<file path="config.mk">
export PLATFORM = sky130hd
export DESIGN_NAME = looper_mem_seq
export DESIGN_NICKNAME = d
export VERILOG_FILES = /design/src/rtl/looper_pkg.sv /design/src/rtl/mix_sat_acc.sv /design/src/rtl/looper_mem_seq.sv
export SDC_FILE = /design/constraint.sdc
export NUM_CORES = 1
export LEC_CHECK = 0
export ABC_AREA = 0
export ABC_CLOCK_PERIOD_IN_PS = 3800
export CAP_MARGIN = 10
export CELL_PAD_IN_SITES_DETAIL_PLACEMENT = 1
export CELL_PAD_IN_SITES_GLOBAL_PLACEMENT = 1
export CORE_ASPECT_RATIO = 2
export CORE_MARGIN = 2
export CORE_UTILIZATION = 36
export CTS_CLUSTER_SIZE = 40
export DETAILED_ROUTE_END_ITERATION = 12
export PLACE_DENSITY = 0.76
export REMOVE_ABC_BUFFERS = 1
export SLEW_MARGIN = 20
export SYNTH_ARGS = -nofsm -noshare
export SYNTH_HDL_FRONTEND = slang
export SYNTH_SLANG_ARGS = --single-unit
</file>
<file path="constraint.sdc">
create_clock -name clk_100MHz -period 3.8 [get_ports clk_100MHz]
set_clock_uncertainty 0.05 [all_clocks]
set_input_delay 0.57 -clock clk_100MHz [delete_from_list [all_inputs] [get_ports clk_100MHz]]
set_output_delay 0.57 -clock clk_100MHz [all_outputs]
set_load 0.01 [all_outputs]
</file>
<file path="src/rtl/looper_pkg.sv">
// Shared types for the looper memory sequencer.
// Pass FSM states, per-bank operations and mixer widths.
package looper_pkg;

  typedef enum logic [1:0] {
    ST_IDLE   = 2'd0,
    ST_ACCESS = 2'd1,
    ST_GAP    = 2'd2,
    ST_MIX    = 2'd3
  } state_t;

  typedef enum logic [1:0] {
    OP_SKIP = 2'd0,
    OP_ZERO = 2'd1,
    OP_REC  = 2'd2,
    OP_READ = 2'd3
  } op_t;

  localparam int SAT_DATA_W = 16;
  localparam int SAT_EXT_W  = 3;
  localparam int SAT_ACC_W  = SAT_DATA_W + SAT_EXT_W;

endpackage

</file>
<file path="src/rtl/mix_sat_acc.sv">
// Signed mixing accumulator with headroom bits.
// The output is the running sum clamped to the signed DATA_W range.
module mix_sat_acc
  import looper_pkg::*;
#(
  parameter int DATA_W = SAT_DATA_W,
  parameter int EXT_W  = SAT_EXT_W
) (
  input  logic              clk,
  input  logic              rstn,
  input  logic              clr,
  input  logic              add,
  input  logic [DATA_W-1:0] din,
  output logic [DATA_W-1:0] sat
);

  localparam int ACC_W = DATA_W + EXT_W;

  logic [ACC_W-1:0] acc;
  logic [EXT_W:0]   top;
  logic             fits;

  always_ff @(posedge clk) begin
    if (!rstn) begin
      acc <= '0;
    end else if (clr) begin
      acc <= '0;
    end else if (add) begin
      acc <= acc + {{EXT_W{din[DATA_W-1]}}, din};
    end
  end

  // value fits when all bits above the DATA_W sign bit match it
  assign top  = acc[ACC_W-1:DATA_W-1];
  assign fits = (top == '0) || (top == '1);

  always_comb begin
    sat = acc[DATA_W-1:0];
    if (!fits) begin
      sat = acc[ACC_W-1] ? {1'b1, {(DATA_W-1){1'b0}}}
                         : {1'b0, {(DATA_W-1){1'b1}}};
    end
  end

endmodule

</file>
<file path="src/rtl/looper_mem_seq.sv">
// Multi-bank looper: walks every bank once per sample tick,
// records/erases/plays through an async-strobed RAM and mixes.
module looper_mem_seq
  import looper_pkg::*;
#(
  parameter int NUM_BANKS = 8,
  parameter int DATA_W    = 16,
  parameter int BLK_W     = 23,
  parameter int ACC_CYC   = 4,
  parameter int MAX_BLOCK = 8000000
) (
  input  logic                               clk_100MHz,
  input  logic                               rstn,
  input  logic                               sample_tick,
  input  logic                               recording,
  input  logic                               playing,
  input  logic [$clog2(NUM_BANKS)-1:0]       rec_bank,
  input  logic                               delete_req,
  input  logic [$clog2(NUM_BANKS)-1:0]       delete_bank,
  input  logic [DATA_W-1:0]                  sample_in,
  output logic [DATA_W-1:0]                  mix_out,
  output logic                               mix_valid,
  output logic [BLK_W+$clog2(NUM_BANKS)-1:0] ram_a,
  output logic [DATA_W-1:0]                  ram_dq_i,
  input  logic [DATA_W-1:0]                  ram_dq_o,
  output logic                               ram_cen,
  output logic                               ram_oen,
  output logic                               ram_wen,
  output logic [NUM_BANKS-1:0]               active,
  output logic [BLK_W-1:0]                   cur_block,
  output logic                               busy,
  output logic                               overrun
);

  localparam int BANK_W = $clog2(NUM_BANKS);
  localparam int CYC_W  = (ACC_CYC > 1) ? $clog2(ACC_CYC) : 1;
  localparam logic [BANK_W-1:0] LAST_BANK = BANK_W'(NUM_BANKS - 1);
  localparam logic [CYC_W-1:0]  LAST_CYC  = CYC_W'(ACC_CYC - 1);
  localparam logic [BLK_W-1:0]  MAX_LEN   = BLK_W'(MAX_BLOCK);

  state_t               state;
  op_t                  op_q;
  op_t                  nop;
  logic [BANK_W-1:0]    bank;
  logic [BANK_W-1:0]    nb;
  logic [CYC_W-1:0]     cyc;
  logic [NUM_BANKS-1:0] zeroing;
  logic [NUM_BANKS-1:0] set_mask;
  logic [NUM_BANKS-1:0] del_mask;
  logic [NUM_BANKS-1:0] active_n;
  logic [BLK_W-1:0]     loop_len;
  logic [DATA_W-1:0]    sat_q;

  logic rec_prev;
  logic first_rec;
  logic blk_rst_pend;
  logic enter;
  logic last_cyc;
  logic is_last;
  logic skip_done;
  logic acc_done;
  logic to_mix;
  logic wrap;
  logic del_empty;
  logic rec_rise;
  logic rec_fall;
  logic acc_clr;
  logic acc_add;

  assign busy      = (state != ST_IDLE);
  assign last_cyc  = (cyc == LAST_CYC);
  assign is_last   = (bank == LAST_BANK);
  assign skip_done = (state == ST_ACCESS) && (op_q == OP_SKIP);
  assign acc_done  = (state == ST_ACCESS) && (op_q != OP_SKIP)
                  && last_cyc;
  assign to_mix    = is_last && (skip_done || state == ST_GAP);

  assign acc_clr = (state == ST_IDLE) && sample_tick;
  assign acc_add = acc_done && (op_q == OP_READ);

  assign rec_rise = recording && !rec_prev;
  assign rec_fall = !recording && rec_prev;

  assign set_mask = (acc_done && op_q == OP_REC)
                  ? (NUM_BANKS'(1) << bank) : '0;
  assign del_mask = delete_req
                  ? (NUM_BANKS'(1) << delete_bank) : '0;
  // delete is applied last so it overrides a same-cycle set
  assign active_n  = (active | set_mask) & ~del_mask;
  assign del_empty = delete_req && (active_n == '0);

  assign wrap = (state == ST_MIX)
             && (blk_rst_pend || cur_block >= loop_len - 1'b1);

  always_comb begin
    enter = 1'b0;
    nb    = bank + 1'b1;
    unique case (state)
      ST_IDLE: begin
        enter = sample_tick;
        nb    = '0;
      end
      ST_ACCESS: enter = skip_done && !is_last;
      ST_GAP:    enter = !is_last;
      default:   enter = 1'b0;
    endcase
  end

  always_comb begin
    if (zeroing[nb])
      nop = OP_ZERO;
    else if (recording && nb == rec_bank)
      nop = OP_REC;
    else if (playing && active[nb])
      nop = OP_READ;
    else
      nop = OP_SKIP;
  end

  always_ff @(posedge clk_100MHz) begin
    if (!rstn) begin
      state     <= ST_IDLE;
      op_q      <= OP_SKIP;
      bank      <= '0;
      cyc       <= '0;
      ram_a     <= '0;
      ram_dq_i  <= '0;
      ram_cen   <= 1'b1;
      ram_oen   <= 1'b1;
      ram_wen   <= 1'b1;
      mix_out   <= '0;
      mix_valid <= 1'b0;
      overrun   <= 1'b0;
    end else begin
      mix_valid <= 1'b0;
      if (sample_tick && busy)
        overrun <= 1'b1;
      unique case (state)
        ST_ACCESS: begin
          if (acc_done) begin
            state   <= ST_GAP;
            ram_cen <= 1'b1;
            ram_oen <= 1'b1;
            ram_wen <= 1'b1;
          end else if (!skip_done) begin
            cyc <= cyc + 1'b1;
          end
        end
        ST_MIX:  state <= ST_IDLE;
        default: ;
      endcase
      // strobes and address are fixed for the whole access
      if (enter) begin
        state    <= ST_ACCESS;
        bank     <= nb;
        op_q     <= nop;
        cyc      <= '0;
        ram_a    <= {cur_block, nb};
        ram_dq_i <= (nop == OP_REC) ? sample_in : '0;
        ram_cen  <= (nop == OP_SKIP);
        ram_wen  <= !(nop == OP_ZERO || nop == OP_REC);
        ram_oen  <= (nop != OP_READ);
      end
      if (to_mix) begin
        state     <= ST_MIX;
        mix_out   <= sat_q;
        mix_valid <= 1'b1;
      end
    end
  end

  always_ff @(posedge clk_100MHz) begin
    if (!rstn) begin
      active       <= '0;
      zeroing      <= '0;
      loop_len     <= MAX_LEN;
      cur_block    <= '0;
      rec_prev     <= 1'b0;
      first_rec    <= 1'b0;
      blk_rst_pend <= 1'b0;
    end else begin
      rec_prev <= recording;
      active   <= active_n;
      zeroing  <= (wrap ? '0 : zeroing) | del_mask;
      if (rec_rise)
        first_rec <= (active == '0);
      if (state == ST_MIX) begin
        cur_block    <= wrap ? '0 : cur_block + 1'b1;
        blk_rst_pend <= 1'b0;
      end
      if (del_empty) begin
        loop_len     <= MAX_LEN;
        blk_rst_pend <= 1'b1;
      end else if (rec_fall && first_rec) begin
        loop_len <= cur_block + 1'b1;
      end
    end
  end

  mix_sat_acc #(
    .DATA_W (DATA_W),
    .EXT_W  (BANK_W)
  ) u_acc (
    .clk  (clk_100MHz),
    .rstn (rstn),
    .clr  (acc_clr),
    .add  (acc_add),
    .din  (ram_dq_o),
    .sat  (sat_q)
  );

endmodule
</file>
# --- Word level (Yosys, flattened, before mapping) ---
# Index checks and enable logic that the tools add are counted.
# W data, S select, Z words.
classes:
  n_addsub: 5
  magnitude_cmp: 2
  eq_ne: 13
  shift: 2
  n_mux: 28
  bitwise_logic: 7
  n_reduce_logical: 42
ops:
  columns: ["cell", "count"]
  rows:
  - ["$mux W16", 3]
  - ["$mux W8", 3]
  - ["$add A23 B1 Y23 const B", 1]
  - ["$ge A23 B23 Y1", 1]
  - ["$mux W23", 1]
  - ["$sub A23 B1 Y23 const B", 1]
  - ["$add A19 B19 Y19", 1]
  - ["$logic_and A1 B1 Y1", 16]
  - ["$logic_not A8 Y1", 2]
  - ["$or A8 B8 Y8", 2]
  - ["$shl A1 B3 Y8 const A", 2]
  - ["$eq A2 B2 Y1 const B", 6]
  - ["$mux W2", 6]
  - ["$mux W1", 10]
  - ["$reduce_bool A2 Y1", 5]
  - ["$and A8 B8 Y8", 1]
  - ["$not A8 Y8", 1]
  - ["$bmux W1 S3", 2]
  - ["$logic_not A2 Y1", 3]
  - ["$reduce_or A2 Y1", 3]
  - ["$eq A2 B1 Y1 const B", 2]
  - ["$eq A4 B4 Y1 const B", 1]
  - ["$logic_not A1 Y1", 4]
  - ["$logic_not A4 Y1", 1]
  - ["15 further kinds", 21]
word_totals:
  regBits: 156
  output_inout_bits: 95
  elab_cells: 119

# --- Depth between registers and ports, before layout ---
depth:
  depth_word: 12
  depth_mapped: 16
  mapped_depth_nobuf: 15

# --- Hierarchy ---
# Synthesis repeated with hierarchy kept, for this count alone.
unflattened:
  hier_cells: 1021
  area_unflattened_um2: 8399.3
by_module_without_submodules:
  columns: ["mod", "n_inst", "cells_per_inst", "area_per_inst_um2", "seq_area_each_um2"]
  rows:
  - ["looper_mem_seq", 1, 799, 6652.6, 2682.6]
  - ["mix_sat_acc", 1, 222, 1746.7, 380.4]

# --- Worst setup path before layout ---
# Ideal clock, no wire load.
synth_timing:
  path_type: "reg2reg"
  from: "register loop_len[9]"
  to: "register cur_block[10]"
  setup_ns: 0.116
  arrival_time_ns: 3.420
  path_slack_ns: 0.214
  path_stages_with_launch: 13
  n_path_buf: 2
  synth_period_minus_slack_ns: 3.586
  cell_sequence: "dfxtp_1 > or4_1 > clkbuf_1 > or3_1 > xor2_1 > ha_1 > o2111ai_1 > and3_1 > or4_1 > o211ai_2 > buf_2 > nand3_2 > and3_1"
synth_between:
  elab_chain_cells: 5
synth_lines:
  columns: ["element", "line_no", "rtl"]
  rows:
  - ["start: declaration", "looper_mem_seq.sv:51", "logic [BLK_W-1:0] loop_len;"]
  - ["start signal: assignment", "looper_mem_seq.sv:195", "loop_len <= cur_block + 1'b1;"]
  - ["$sub A23 B1 Y23", "looper_mem_seq.sv:93", "&& (blk_rst_pend || cur_block >= loop_len - 1'b1);"]
  - ["$ge A23 B23 Y1", "looper_mem_seq.sv:93", null]
  - ["$logic_or A1 B1 Y1", "looper_mem_seq.sv:93", null]
  - ["$logic_and A1 B1 Y1", "looper_mem_seq.sv:93", null]
  - ["$mux W23", "looper_mem_seq.sv:188", "cur_block <= wrap ? '0 : cur_block + 1'b1;"]
  - ["end signal: assignment", "looper_mem_seq.sv:188", null]
  - ["end: declaration", "looper_mem_seq.sv:30", "output logic [BLK_W-1:0] cur_block,"]
# No other way between the ends.
# A chain may end at the register's enable or synchronous reset.

# --- Worst setup path in the final report ---
layout_timing:
  from: "register loop_len[13]"
  to: "register zeroing[7]"
layout_between:
  elab_chain_cells: 6
layout_lines:
  columns: ["element", "line_no", "rtl"]
  rows:
  - ["$sub A23 B1 Y23", "looper_mem_seq.sv:93", null]
  - ["$ge A23 B23 Y1", "looper_mem_seq.sv:93", null]
  - ["$logic_or A1 B1 Y1", "looper_mem_seq.sv:93", null]
  - ["$logic_and A1 B1 Y1", "looper_mem_seq.sv:93", null]
  - ["$mux W8", "looper_mem_seq.sv:184", "zeroing <= (wrap ? '0 : zeroing) | del_mask;"]
  - ["$or A8 B8 Y8", "looper_mem_seq.sv:184", null]
  - ["end signal: assignment", "looper_mem_seq.sv:184", null]
  - ["end: declaration", "looper_mem_seq.sv:47", "logic [NUM_BANKS-1:0] zeroing;"]
# No other way between the ends.

==> impl_results.md <==
- Final hold vios: 0
- I/O Pins: 139
- Synthesized instance count: 1023
- Status: complete, no violations
- Yosys warns: 0
- CTS Buf Count: 17
- Relative slew slack: 0.410
- DRC viols: 0
- Crit path max fanout: 7
- Post-route insts no fill: 1484
- LEAKAGE: 4.23 nW
- Critical Path Start Type: flop
- #FFs+latches synth: 153
- Clk Latency, worst-skew pair: 0.45 ns
- # H-tree levels: 4
- Slew @ Worst Pin: 0.885 ns
- Initial antenna violation count: 0
- Placed Instances: 1447
- Dominant synthesized flop cell: dfxtp_1
- Tmin final: 3.76 ns
- Clock Sinks: 153
- Iter 0 DRT Violations: 344
- # rows: 79
- PD cells: 337 nW/um^2
- Post-synthesis compound-gate area fraction: 0.221
- Final worst slack: 0.0354 ns
- P&R area growth vs syn: 32.9%
- Async set-reset flop share out of synthesis: 0
- Setup violators final: 0
- Die H: 220 um
- Vias in the first global route: 8813
- Pre-CTS setup slack: -0.317 ns
- Gr ovfl total: 0
- Post-Synth Adder-Cell Area: 0.0814
- Top cell type's share of synthesized area: 0.365
- Starting Density: 0.363
- HP Class: reg2reg
- Routed wire length: 29800 um
- Synth area leaders: dfxtp_1, ha_1, nand2_1
- Synth Area in XOR/XNOR: 0.0511
- HP Start: ram_a[10]
- Synth cell count leaders: dfxtp_1, nand2_1, a21oi_1, nor2_1, o21ai_0
- Mapped Area: 8390 sq um
- Cts-stage hold buffer count: 0
- Final period util: 0.991
- Max Buffers Root-to-Sink: 2
- Final net count: 1286
- Synthesized area per cell: 8.21 sq um
- Die Span X: 112 um
- Synth Area in Simple Gates: 0.227
- CP endpoint kind: flop
- Largest family of logic cells by synthesized area: simple AND/OR/NAND/NOR gates
- PnR Total Power: 3.76 mW
- Number of diodes: 0
- Post-DP Area: 10300 sq um
- Slew Viols, Final: 0
- Post-synth cell types: 75
- Critical R2R Launch: loop_len[13]
- DR pass1 iterations: 4
- GR Util All Layers: 0.238
- DP HPWL: 21900 um
- Clock slew seen by the registers of the worst setup and hold paths: 0.07 ns
- Maximum achievable frequency: 266 MHz
- Max Cap Viol: 0
- Crit Path Class: reg2reg
- Data arrival, critical path: 4.03 ns
- Remaining antenna violation count: 0
- Crit path required time: 4.06 ns
- Seq/Total Area, Yosys: 0.365
- Via density: 5.68
- First-pass GRT wire length: 46300 um
- Core area: 23100 sq um
- CTS tree: built
- Post-synth EDFFs: 0
- Routability Congestion: 0.888
- Design Area, Final: 11200 sq um
- Share of cells above drive strength 1: 0.127
- Die footprint: 24600 sq um
- WHS: 0.399 ns
- Worst Setup SP: loop_len[13]
- RSZ-0062 raised after global routing: true
- Count leader, synth: dfxtp_1
- FILL cells: 2797
- I/O Buffers: 138
- WL per Instance: 20.1 um
- Mux contribution to synthesized area: 0.0136
- Peak supply drop: 0.000237 V
- Root Buffer: clkbuf_16
- Cell taking the most area after synthesis: dfxtp_1
- Via count: 8430
- Pin count of the biggest net entering global routing: 49
[final timing paths]
kind,cells past startpoint,slack [ns],end
worst max-delay path,14,0.04,zeroing[7]
worst min-delay path,2,0.40,ram_a[10]
worst max register to register,14,0.04,zeroing[7]
worst min register to register,2,0.40,ram_a[10]
[report_power, final]
group / switching (mW) / total, mW / internal [mW]
clock: 0.719 / 1.80 / 1.08
combinational: 0.189 / 0.321 / 0.131
sequential: 0.0166 / 1.64 / 1.62
[logic make-up (layout without fill, tap and decap cells)]
family,after synthesis,in the layout
xor+xnor,49,49
flops,153,153
buf+inv,77,254
simple gates,384,385
mux,11,11
fa+ha+maj,54,54
compound gates,295,295
[through the flow]
step	utilization	setup TNS (ns)
floorplan	-	0
finish	0.482	0
detailed placement	0.446	-5.59
global route	0.482	-0.264
global placement	0.446	-3.39
CTS	0.474	0
[area by class of cell]
class	instances	area, sq um	share of cell area
clock buffer	21	470	0.0422
sequential	153	3060	0.275
tap	283	354	0.0317
timing repair buffer	203	1890	0.169
inverter	19	71.3	0.00639
clock inverter	11	145	0.0130
multi-input combinational	794	5160	0.463
[routing by layer]
layer | global-route usage | up-vias | part of all wire
met4 | 0.108 | 0 | 0.037
met2 | 0.482 | 170 | 0.58
met3 | 0.0443 | 67 | 0.027
met1 | 0.227 | 4156 | 0.35
met5 | 0 | - | 0
li1 | - | 4037 | -
[registers in the layout, indices dropped and copies added (netlist names), 2 cells and up]
register	flops
ram_dq_i	16
state	2
loop_len	23
mix_out	16
cur_block	23
zeroing	8
ram_a	26
op_q	2
active	8
cyc	2
u_acc.acc	19
[critical path, stage by stage (launching register included)]
cell and delay, ns:
dfxtp_2 0.33, or3_4 0.39, or2_4 0.26, or3_4 0.41
nor2_2 0.12, xnor2_1 0.09, ha_1 0.31, nand4_1 0.19
buf_4 0.20, or4b_1 0.57, o211ai_4 0.19, buf_8 0.20
nand3_4 0.14, nand2_2 0.10, a21oi_1 0.07
[cell usage in the layout (no fill, tap or decap), types with 6 or more instances in the layout]
| master | instances |
|---|---|
| a211oi_1 | 24 |
| a21oi_1 | 101 |
| a22o_1 | 16 |
| a31oi_1 | 16 |
| and2_1 | 10 |
| and3_1 | 21 |
| buf_4 | 63 |
| clkbuf_16 | 18 |
| clkdlybuf4s50_1 | 137 |
| dfxtp_1 | 152 |
| ha_1 | 53 |
| inv_1 | 18 |
| mux2i_1 | 8 |
| nand2_1 | 133 |
| nand2_2 | 8 |
| nand2b_1 | 16 |
| nand3_1 | 23 |
| nand4_1 | 11 |
| nor2_1 | 69 |
| nor3_1 | 23 |
| nor4_1 | 8 |
| o21a_1 | 6 |
| o21ai_0 | 48 |
| o21ai_1 | 10 |
| o31ai_1 | 25 |
| or3_1 | 8 |
| xnor2_1 | 26 |
| xor2_1 | 23 |
[what timing repair did]
item / 4_1_cts / 5_1_grt
hold endpoints to repair: 0 / 0
cloned: 0 / 2
resized for setup: 7 / 38
pin swaps: 0 / 15
setup endpoints to repair: 30 / 30
buffers inserted: 0 / 3
(Power assumes the default switching activity.)
